File: config.mk
export PLATFORM = sky130hd
export DESIGN_NAME = serial_to_frame
export DESIGN_NICKNAME = d
export VERILOG_FILES = /design/src/rtl/frame_pkg.sv /design/src/rtl/width_cmd_tx.sv /design/src/rtl/serial_to_frame.sv
export SDC_FILE = /design/constraint.sdc
export NUM_CORES = 1
export LEC_CHECK = 0
export ABC_AREA = 1
export CORE_MARGIN = 10
export CORE_UTILIZATION = 56
export DETAILED_ROUTE_END_ITERATION = 8
export PLACE_DENSITY_LB_ADDON = 0.1
export SLEW_MARGIN = 20
export SYNTH_ARGS = -nofsm -noshare
export SYNTH_HDL_FRONTEND = slang
export SYNTH_HIERARCHICAL = 1
export SYNTH_SLANG_ARGS = --single-unit
File: constraint.sdc
create_clock -name clk -period 3.42 [get_ports clk]
set_input_delay 0.684 -clock clk [delete_from_list [all_inputs] [get_ports clk]]
set_output_delay 0.684 -clock clk [all_outputs]
set_load 0.005 [all_outputs]
File: src/rtl/frame_pkg.sv
// rtl/frame_pkg.sv - shared constants, field positions and state encodings for the frame receiver
package frame_pkg;

  localparam logic [7:0]  SYNC_HEADER    = 8'hA6;
  localparam logic [31:0] SYNC_TRAILER   = 32'hFFFFFF7F;

  localparam logic [7:0]  CMD_PREFIX     = 8'h77;
  localparam logic [7:0]  CMD_WIDTH_BASE = 8'hA0;

  // Status frame field LSB positions within the 128-bit frame
  localparam int STAT_CNT_LSB   = 104;
  localparam int STAT_LEDS_LSB  = 80;
  localparam int STAT_LOST_LSB  = 64;
  localparam int STAT_TOTAL_LSB = 32;

  typedef enum logic {
    RX_HUNT   = 1'b0,
    RX_LOCKED = 1'b1
  } rx_state_e;

  typedef enum logic [1:0] {
    C_IDLE   = 2'd0,
    C_PREFIX = 2'd1,
    C_ARG    = 2'd2
  } cmd_state_e;

  function automatic logic is_status_frame(input logic [7:0] hdr, input logic [31:0] trl);
    return (hdr == SYNC_HEADER) && (trl == SYNC_TRAILER);
  endfunction

endpackage

File: src/rtl/width_cmd_tx.sv
// rtl/width_cmd_tx.sv - two-byte width command generator with a single latest-wins pending slot
module width_cmd_tx
  import frame_pkg::*;
(
  input  logic       clk,
  input  logic       rst_n,
  input  logic [1:0] WidthReq,
  input  logic       WidthReqValid,
  output logic [7:0] TxVal,
  output logic       TxReady,
  input  logic       TxNext,
  output logic       TxBusy
);

  cmd_state_e state_q, state_d;
  logic [1:0] width_q, width_d;
  logic       pend_q, pend_d;
  logic [1:0] pend_width_q, pend_width_d;

  // Command state, the width being sent and the pending request slot
  always_ff @(posedge clk or negedge rst_n) begin
    if (!rst_n) begin
      state_q      <= C_IDLE;
      width_q      <= 2'd0;
      pend_q       <= 1'b0;
      pend_width_q <= 2'd0;
    end else begin
      state_q      <= state_d;
      width_q      <= width_d;
      pend_q       <= pend_d;
      pend_width_q <= pend_width_d;
    end
  end

  // Next state, pending-slot update and the byte presented to the sink
  always_comb begin
    state_d      = state_q;
    width_d      = width_q;
    pend_d       = pend_q;
    pend_width_d = pend_width_q;
    TxVal        = 8'h00;
    TxReady      = 1'b0;
    case (state_q)
      C_IDLE: begin
        if (WidthReqValid) begin
          state_d = C_PREFIX;
          width_d = WidthReq;
        end
      end
      C_PREFIX: begin
        TxVal   = CMD_PREFIX;
        TxReady = 1'b1;
        if (WidthReqValid) begin
          pend_d       = 1'b1;
          pend_width_d = WidthReq;
        end
        if (TxNext) begin
          state_d = C_ARG;
        end
      end
      C_ARG: begin
        TxVal   = CMD_WIDTH_BASE | {6'd0, width_q};
        TxReady = 1'b1;
        // A request arriving on the completing cycle still wins over an older pending one
        if (WidthReqValid) begin
          pend_d       = 1'b1;
          pend_width_d = WidthReq;
        end
        if (TxNext) begin
          if (pend_d) begin
            state_d = C_PREFIX;
            width_d = pend_width_d;
            pend_d  = 1'b0;
          end else begin
            state_d = C_IDLE;
          end
        end
      end
      default: state_d = C_IDLE;
    endcase
    TxBusy = (state_q != C_IDLE) || pend_q;
  end

endmodule

File: src/rtl/serial_to_frame.sv
// rtl/serial_to_frame.sv - byte-stream frame aligner, data frame reassembly and status decode
module serial_to_frame
  import frame_pkg::*;
#(
  parameter int BUFFLENLOG2 = 9,
  parameter int NOSYNC_LOG2 = 12
) (
  input  logic                   clk,
  input  logic                   rst_n,
  input  logic [7:0]             RxVal,
  input  logic                   RxStrobe,
  output logic [127:0]           Frame,
  output logic                   FrameReady,
  input  logic                   FrameNext,
  output logic                   Locked,
  output logic                   StatusValid,
  output logic [BUFFLENLOG2-1:0] RemoteFramesCnt,
  output logic [7:0]             Leds,
  output logic [15:0]            LostFrames,
  output logic [31:0]            TotalFrames,
  output logic [15:0]            DroppedFrames,
  input  logic [1:0]             WidthReq,
  input  logic                   WidthReqValid,
  output logic [7:0]             TxVal,
  output logic                   TxReady,
  input  logic                   TxNext,
  output logic                   TxBusy
);

  localparam logic [NOSYNC_LOG2-1:0] NOSYNC_MAX = '1;
  localparam logic [NOSYNC_LOG2-1:0] NOSYNC_ONE = {{(NOSYNC_LOG2-1){1'b0}}, 1'b1};

  rx_state_e              rx_state_q, rx_state_d;
  logic [127:0]           shift_q, shift_d;
  logic [3:0]             byte_cnt_q, byte_cnt_d;
  logic [NOSYNC_LOG2-1:0] nosync_q, nosync_d;
  logic [127:0]           frame_q, frame_d;
  logic                   frame_ready_q, frame_ready_d;
  logic [15:0]            dropped_q, dropped_d;
  logic                   status_valid_q, status_valid_d;
  logic [BUFFLENLOG2-1:0] remote_cnt_q, remote_cnt_d;
  logic [7:0]             leds_q, leds_d;
  logic [15:0]            lost_q, lost_d;
  logic [31:0]            total_q, total_d;

  logic [127:0]           shift_in;
  logic                   sync_match;
  logic                   load_stats;

  // The window as it will look once the current byte is shifted in
  assign shift_in   = {shift_q[119:0], RxVal};
  assign sync_match = is_status_frame(shift_in[127:120], shift_in[31:0]);

  // Receive-path registers
  always_ff @(posedge clk or negedge rst_n) begin
    if (!rst_n) begin
      rx_state_q     <= RX_HUNT;
      shift_q        <= '0;
      byte_cnt_q     <= 4'd0;
      nosync_q       <= '0;
      frame_q        <= '0;
      frame_ready_q  <= 1'b0;
      dropped_q      <= 16'd0;
      status_valid_q <= 1'b0;
      remote_cnt_q   <= '0;
      leds_q         <= 8'd0;
      lost_q         <= 16'd0;
      total_q        <= 32'd0;
    end else begin
      rx_state_q     <= rx_state_d;
      shift_q        <= shift_d;
      byte_cnt_q     <= byte_cnt_d;
      nosync_q       <= nosync_d;
      frame_q        <= frame_d;
      frame_ready_q  <= frame_ready_d;
      dropped_q      <= dropped_d;
      status_valid_q <= status_valid_d;
      remote_cnt_q   <= remote_cnt_d;
      leds_q         <= leds_d;
      lost_q         <= lost_d;
      total_q        <= total_d;
    end
  end

  // Alignment hunt, frame boundary tracking, data hand-off and status decode
  always_comb begin
    rx_state_d     = rx_state_q;
    shift_d        = shift_q;
    byte_cnt_d     = byte_cnt_q;
    nosync_d       = nosync_q;
    frame_d        = frame_q;
    frame_ready_d  = frame_ready_q & ~FrameNext;
    dropped_d      = dropped_q;
    status_valid_d = 1'b0;
    remote_cnt_d   = remote_cnt_q;
    leds_d         = leds_q;
    lost_d         = lost_q;
    total_d        = total_q;
    load_stats     = 1'b0;

    if (RxStrobe) begin
      shift_d = shift_in;
      if (rx_state_q == RX_HUNT) begin
        if (sync_match) begin
          rx_state_d = RX_LOCKED;
          byte_cnt_d = 4'd0;
          nosync_d   = '0;
          load_stats = 1'b1;
        end
      end else begin
        byte_cnt_d = byte_cnt_q + 4'd1;
        if (byte_cnt_q == 4'd15) begin
          if (sync_match) begin
            load_stats = 1'b1;
            nosync_d   = '0;
          end else begin
            // Consumer freeing the slot on this same cycle lets the new frame in
            if (!frame_ready_q || FrameNext) begin
              frame_d       = shift_in;
              frame_ready_d = 1'b1;
            end else if (dropped_q != 16'hFFFF) begin
              dropped_d = dropped_q + 16'd1;
            end
            nosync_d = nosync_q + NOSYNC_ONE;
            if (nosync_d == NOSYNC_MAX) begin
              rx_state_d = RX_HUNT;
              nosync_d   = '0;
            end
          end
        end
      end
    end

    if (load_stats) begin
      status_valid_d = 1'b1;
      remote_cnt_d   = shift_in[STAT_CNT_LSB +: BUFFLENLOG2];
      leds_d         = shift_in[STAT_LEDS_LSB +: 8];
      lost_d         = shift_in[STAT_LOST_LSB +: 16];
      total_d        = shift_in[STAT_TOTAL_LSB +: 32];
    end
  end

  assign Frame           = frame_q;
  assign FrameReady      = frame_ready_q;
  assign Locked          = (rx_state_q == RX_LOCKED);
  assign StatusValid     = status_valid_q;
  assign RemoteFramesCnt = remote_cnt_q;
  assign Leds            = leds_q;
  assign LostFrames      = lost_q;
  assign TotalFrames     = total_q;
  assign DroppedFrames   = dropped_q;

  width_cmd_tx u_cmd (
    .clk           (clk),
    .rst_n         (rst_n),
    .WidthReq      (WidthReq),
    .WidthReqValid (WidthReqValid),
    .TxVal         (TxVal),
    .TxReady       (TxReady),
    .TxNext        (TxNext),
    .TxBusy        (TxBusy)
  );

endmodule

* After elaboration in Yosys (flattened, before gate mapping) *
Cells that the tools add are included.

word-level totals
  register bits after elaboration = 355
  input bits = 16
  output and inout bits = 222
  word-level logic and storage cells = 88

operators by class
  add/sub/neg operators = 3
  equal/unequal tests = 12
  mux-type cells = 37
  bitwise operators = 4
  reduce and logical (&&, ||, !) cells = 16

operator list
  kind                                                   number
  2-to-1 mux 12 bit                                      5
  == test 32 bit, second input constant                  1
  2-to-1 mux 1 bit                                       19
  adder 16 x 1 -> 16 bit, second input constant          1
  inequality test 16 bit, second input constant          1
  case mux 8 bit (2 select lines)                        1
  2-to-1 mux 2 bit                                       7
  adder 12 x 1 -> 12 bit, second input constant          1
  == test 12 bit, second input constant                  1
  == test 8 bit, second input constant                   1
  2-to-1 mux 4 bit                                       2
  nonzero test 2 bit                                     4
  inequality test 2 bit, second input constant           3
  case mux 2 bit (3 select lines)                        1
  AND reduction 3 bit                                    2
  AND reduction 6 bit                                    1
  AND reduction 5 bit                                    1
  adder 4 x 1 -> 4 bit, second input constant            1
  == test 4 bit, second input constant                   1
  inequality test 2 x 1 -> 1 bit, second input constant  2
  case mux 2 bit (2 select lines)                        1
  AND reduction 4 bit                                    1
  NOT 1 bit                                              3
  == test 2 x 1 -> 1 bit, second input constant          1
  other kinds (9)                                        10

* Logic depth before layout (Yosys ltp) *
  word-level depth = 7
  gate-level depth with buffers = 13
  gate-level depth less buffers = 11

* Hierarchy *
Netlist, hierarchy kept.

by module, submodules not included
  module           times used  cells each  area an instance (um^2)  seq. area each (um^2)
  serial_to_frame  1           1,460       14,478.9                 8,708.4
  width_cmd_tx     1           79          589.3                    175.2

* Worst setup path before layout *
Ideal clock, no wire load.

  kind = input-to-reg
  start = input port RxVal[7]
  end = register frame_q[87] (netlist: Frame[87])
  library setup time = 0.121 ns
  data arrival time = 1.738 ns
  required time = 3.299 ns
  setup slack = 1.561 ns
  stages = 12
  path buffers = 2
  cell sequence = inv_2 nand2_1 nor2_1 nand2_1 nor2_2 nand3_4 nand2_2 inv_2 nand3_4 buf_6 buf_4 o21ai_1

between the ends
  word-level cells in the longest chain between the ends = 4

RTL lines
  element                               RTL line               RTL
  from (decl)                           serial_to_frame.sv:10  input logic [7:0] RxVal,
  == test 32 bit                        frame_pkg.sv:28        return (hdr == SYNC_HEADER) && (trl == SYNC_TRAILER);
  logical AND 1 bit                     frame_pkg.sv:28
  NOT 1 bit (no source line)            n/a
  AND reduction 5 bit (no source line)  n/a
  to (signal assigned)                  serial_to_frame.sv:74  frame_q <= frame_d;
  to (decl)                             serial_to_frame.sv:37  logic [127:0] frame_q, frame_d;

Every way passes these cells.
A chain may end at the register's enable or synchronous reset.

* Final worst setup path *
  start = register u_cmd.state_q[0]
  end = output port TxVal[0]

between the ends
  word-level cells in the longest chain between the ends = 2
  elaborated cells between the ends (all ways) = 3
  those cells by class = eq/ne (2); mux (1)

RTL lines
  element                                                         RTL line               RTL
  from (decl)                                                     width_cmd_tx.sv:15     cmd_state_e state_q, state_d;
  from (signal assigned)                                          width_cmd_tx.sv:28     state_q <= state_d;
  == test 2 bit / == test 2 x 1 -> 1 bit (equally long branches)  width_cmd_tx.sv:43     case (state_q)
  case mux 8 bit (2 select lines) *                               width_cmd_tx.sv:43
  to (decl)                                                       serial_to_frame.sv:24  output logic [7:0] TxVal,

Mark *: on every way between the ends. The rest lies on a longest branch, timed or not.

==> out/metrics.yaml <==
timing:
  min_period_ps: 2950
  clock.fmax_ghz: 0.339
  slew_headroom: 0.358
  finalClockSkew_ps: 10.7
  min_period_over_period: 0.862
  setup_viol: 0
  final_hold_viol_count: 0
  rsz0062_at_grt: "no"
  drv_slew: 0
  tns_ps: 0
  tightest_slew_ps: 962
global_route:
  antenna_found_initial: 0
  grt_max_degree: 109
  grt_pass1_wl_microns: 56100
  grt_overflow: 0
  grt_pass1_vias: 10700
  grtUsageTotal: 0.202
worst_setup_path:
  worstSetupPathType: "flop to output port"
  required_ps: 2740
  crit_path_top_delay_cell: "clkdlybuf4s50_1"
  start_kind: "flop"
  cp.arrival_ps: 2260
  crit_chain: "inv_1 > ha_1 > nand2_1 > a21oi_1 > clkdlybuf4s50_1"
  critical-path-top-delay-family: "buffers and inverters"
  worstSetupEndpointType: "output port"
  critPathBufInv: 2
  critPathMaxStageDelay_ps: 510
  crit_fanout: 9
die:
  coreArea_sq_um: 26300
  die_h_microns: 184
  start_util: 0.573
  dieArea_sq_um: 33900
  die_width_microns: 184
  num_rows: 59
  ios: 238
logic_synthesis:
  synth_warnings: 6
  synth_area_sq_um: 15100
  yosysSeqAreaShare: 0.590
  syn_avg_cell_area_sq_um: 9.79
  synth_compound_area_frac: 0.136
  synth_ff_type: "dfrtp_1"
  syn_inst: 1539
  yosys_register_bits: 355
  synthDistinctLibCells: 33
  yosys.area_share.xor_xnor: 0.0110
  synth.top_cell.area_share: 0.590
  synthArstFlopShare: 1.00
  synth_top_family_by_area: "simple AND/OR/NAND/NOR gates"
  synth_area_leaders: "dfrtp_1 (59%), nand2_1 (9.1%), o21ai_0 (5.8%), o21ai_2 (4.8%), inv_1 (4.2%)"
  synth_nets: 1567
  yosys.area_share.simple: 0.163
  synthAdderAreaFrac: 0.00996
  yosysTopAreaCell: "dfrtp_1"
  synth_edf_count: 0
  synth_mux_area_frac: 0
clock_tree:
  clock-sinks: 355
  h-tree-depth: 2
  cts.path.max_buffers: 3
  cts_resized: 0
  root_buffer: "clkbuf_16"
  ctsHoldBuffers: 0
  clk_pin_slew_ps: 60
  numCtsBuffers: 37
  postCtsSetupBuffers: 0
  insertion_delay_ps: 510
  cts_tree: "yes"
job:
  cap_violations: 0
drt:
  wl_per_cell_microns: 16.3
  ant_nets: 0
  drtIter0Drc: 878
  first_pass_iters: 5
  vias: 10800
  drc: 0
  viasPerCell: 5.10
  postRouteWirelength_microns: 34400
layout:
  final_common_cell: "nand2_1"
  final_util: 0.712
  register_area_sq_um: 8880
  drive_gt1_frac: 0.146
  multi_input_area_sq_um: 4830
  fillers: 2000
  layout_common_cells: "nand2_1 (365), dfrtp_1 (355), clkdlybuf4s50_1 (234)"
  area_delta_synth_final_pct: 24.1
  n_antenna_cell: 0
  nets: 1776
worst_hold_path:
  hp-class: "input port to asynchronous set/reset pin"
place:
  io_buffers: 236
  gp_congestion: 0.823
  hpwl_microns: 24000
pwr:
  p_per_area_nw_per_um2: 517
  vdd_drop_max_mv: 0.351
  p_leak_nw: 8.37
run_status:
  status: "finished clean"
## registers in the layout, indices dropped and copies added, names as in the netlist
signal              cells
u_cmd/state_q           2
byte_cnt_q              4
u_cmd/width_q           2
Locked                  1
Leds                    8
shift_q               120
Frame                 128
u_cmd/pend_q            1
u_cmd/pend_width_q      2
TotalFrames            32
LostFrames             16
FrameReady              1
RemoteFramesCnt         9
StatusValid             1
nosync_q               12
DroppedFrames          16
## kinds of logic after synthesis
group,count (synthesis)
fa+ha+maj,12
buf+inv,255
compound gates,346
simple gates,551
xor+xnor,19
flops,355
other cells,1
## layer usage
| metal | track usage | wire length, microns |
|---|---|---|
| met5 | 0 | 0 |
| met3 | 0.0540 | 2480 |
| met4 | 0.0449 | 419 |
| met1 | 0.278 | 15400 |
| met2 | 0.315 | 16100 |
## cell type report
type | instances | area share
multi-input combinational | 929 | 0.258
sequential | 355 | 0.475
inverter | 173 | 0.0347
clock buffer | 57 | 0.0601
timing repair buffer | 252 | 0.141
tap | 335 | 0.0224
clock inverter | 9 | 0.00836
## power by group
part | total, W | internal (W) | leakage [nW] | switching (W)
Combinational | 0.000905 | 0.000321 | 2.93 | 0.000584
Sequential | 0.00461 | 0.00445 | 4.83 | 0.000162
Clock | 0.00415 | 0.00257 | 0.615 | 0.00159
## path summary, 6_finish.rpt
kind                                         end             start  slack (ps)  cells after the start
hold reg to reg                      shift_q[41]       shift_q[33]         480                      2
max in group asynchronous         TotalFrames[3]             rst_n        2550                      2
setup reg to reg                       Frame[90]       shift_q[12]        1220                     11
setup / recovery                        TxVal[0]  u_cmd/state_q[0]         470                      5
min in group clk                     shift_q[41]       shift_q[33]         480                      2
hold / removal             u_cmd/pend_width_q[0]             rst_n          90                      1
## synth_stat cells, types with 6 or more instances
library cell / n
nand2_1: 365
dfrtp_1: 355
o21ai_0: 174
inv_1: 168
o21ai_1: 85
nand2_2: 82
o21ai_2: 82
nor2_1: 39
nand3_1: 33
clkbuf_1: 31
buf_6: 30
ha_1: 12
xor2_1: 11
buf_12: 9
buf_4: 8
xnor2_1: 8
nand4_1: 6
## through the flow
step | total power [W] | cell area [sq um] | std cells | setup WS (ps) | hold WS [ps]
final | 0.00967 | 18700 | 2110 | 473 | 92.9
after global routing | 0.0101 | 18700 | 2110 | 294 | 110
after CTS | 0.00977 | 18700 | 2110 | 443 | 98.3
after detailed placement | 0.00561 | 17400 | 2044 | 544 | 468
after global placement | 0.00558 | 17400 | 2044 | 613 | 459
after floorplan | 0.00522 | 15100 | 1539 | 1560 | 388
Note: power is estimated with default switching activity, not from simulation.
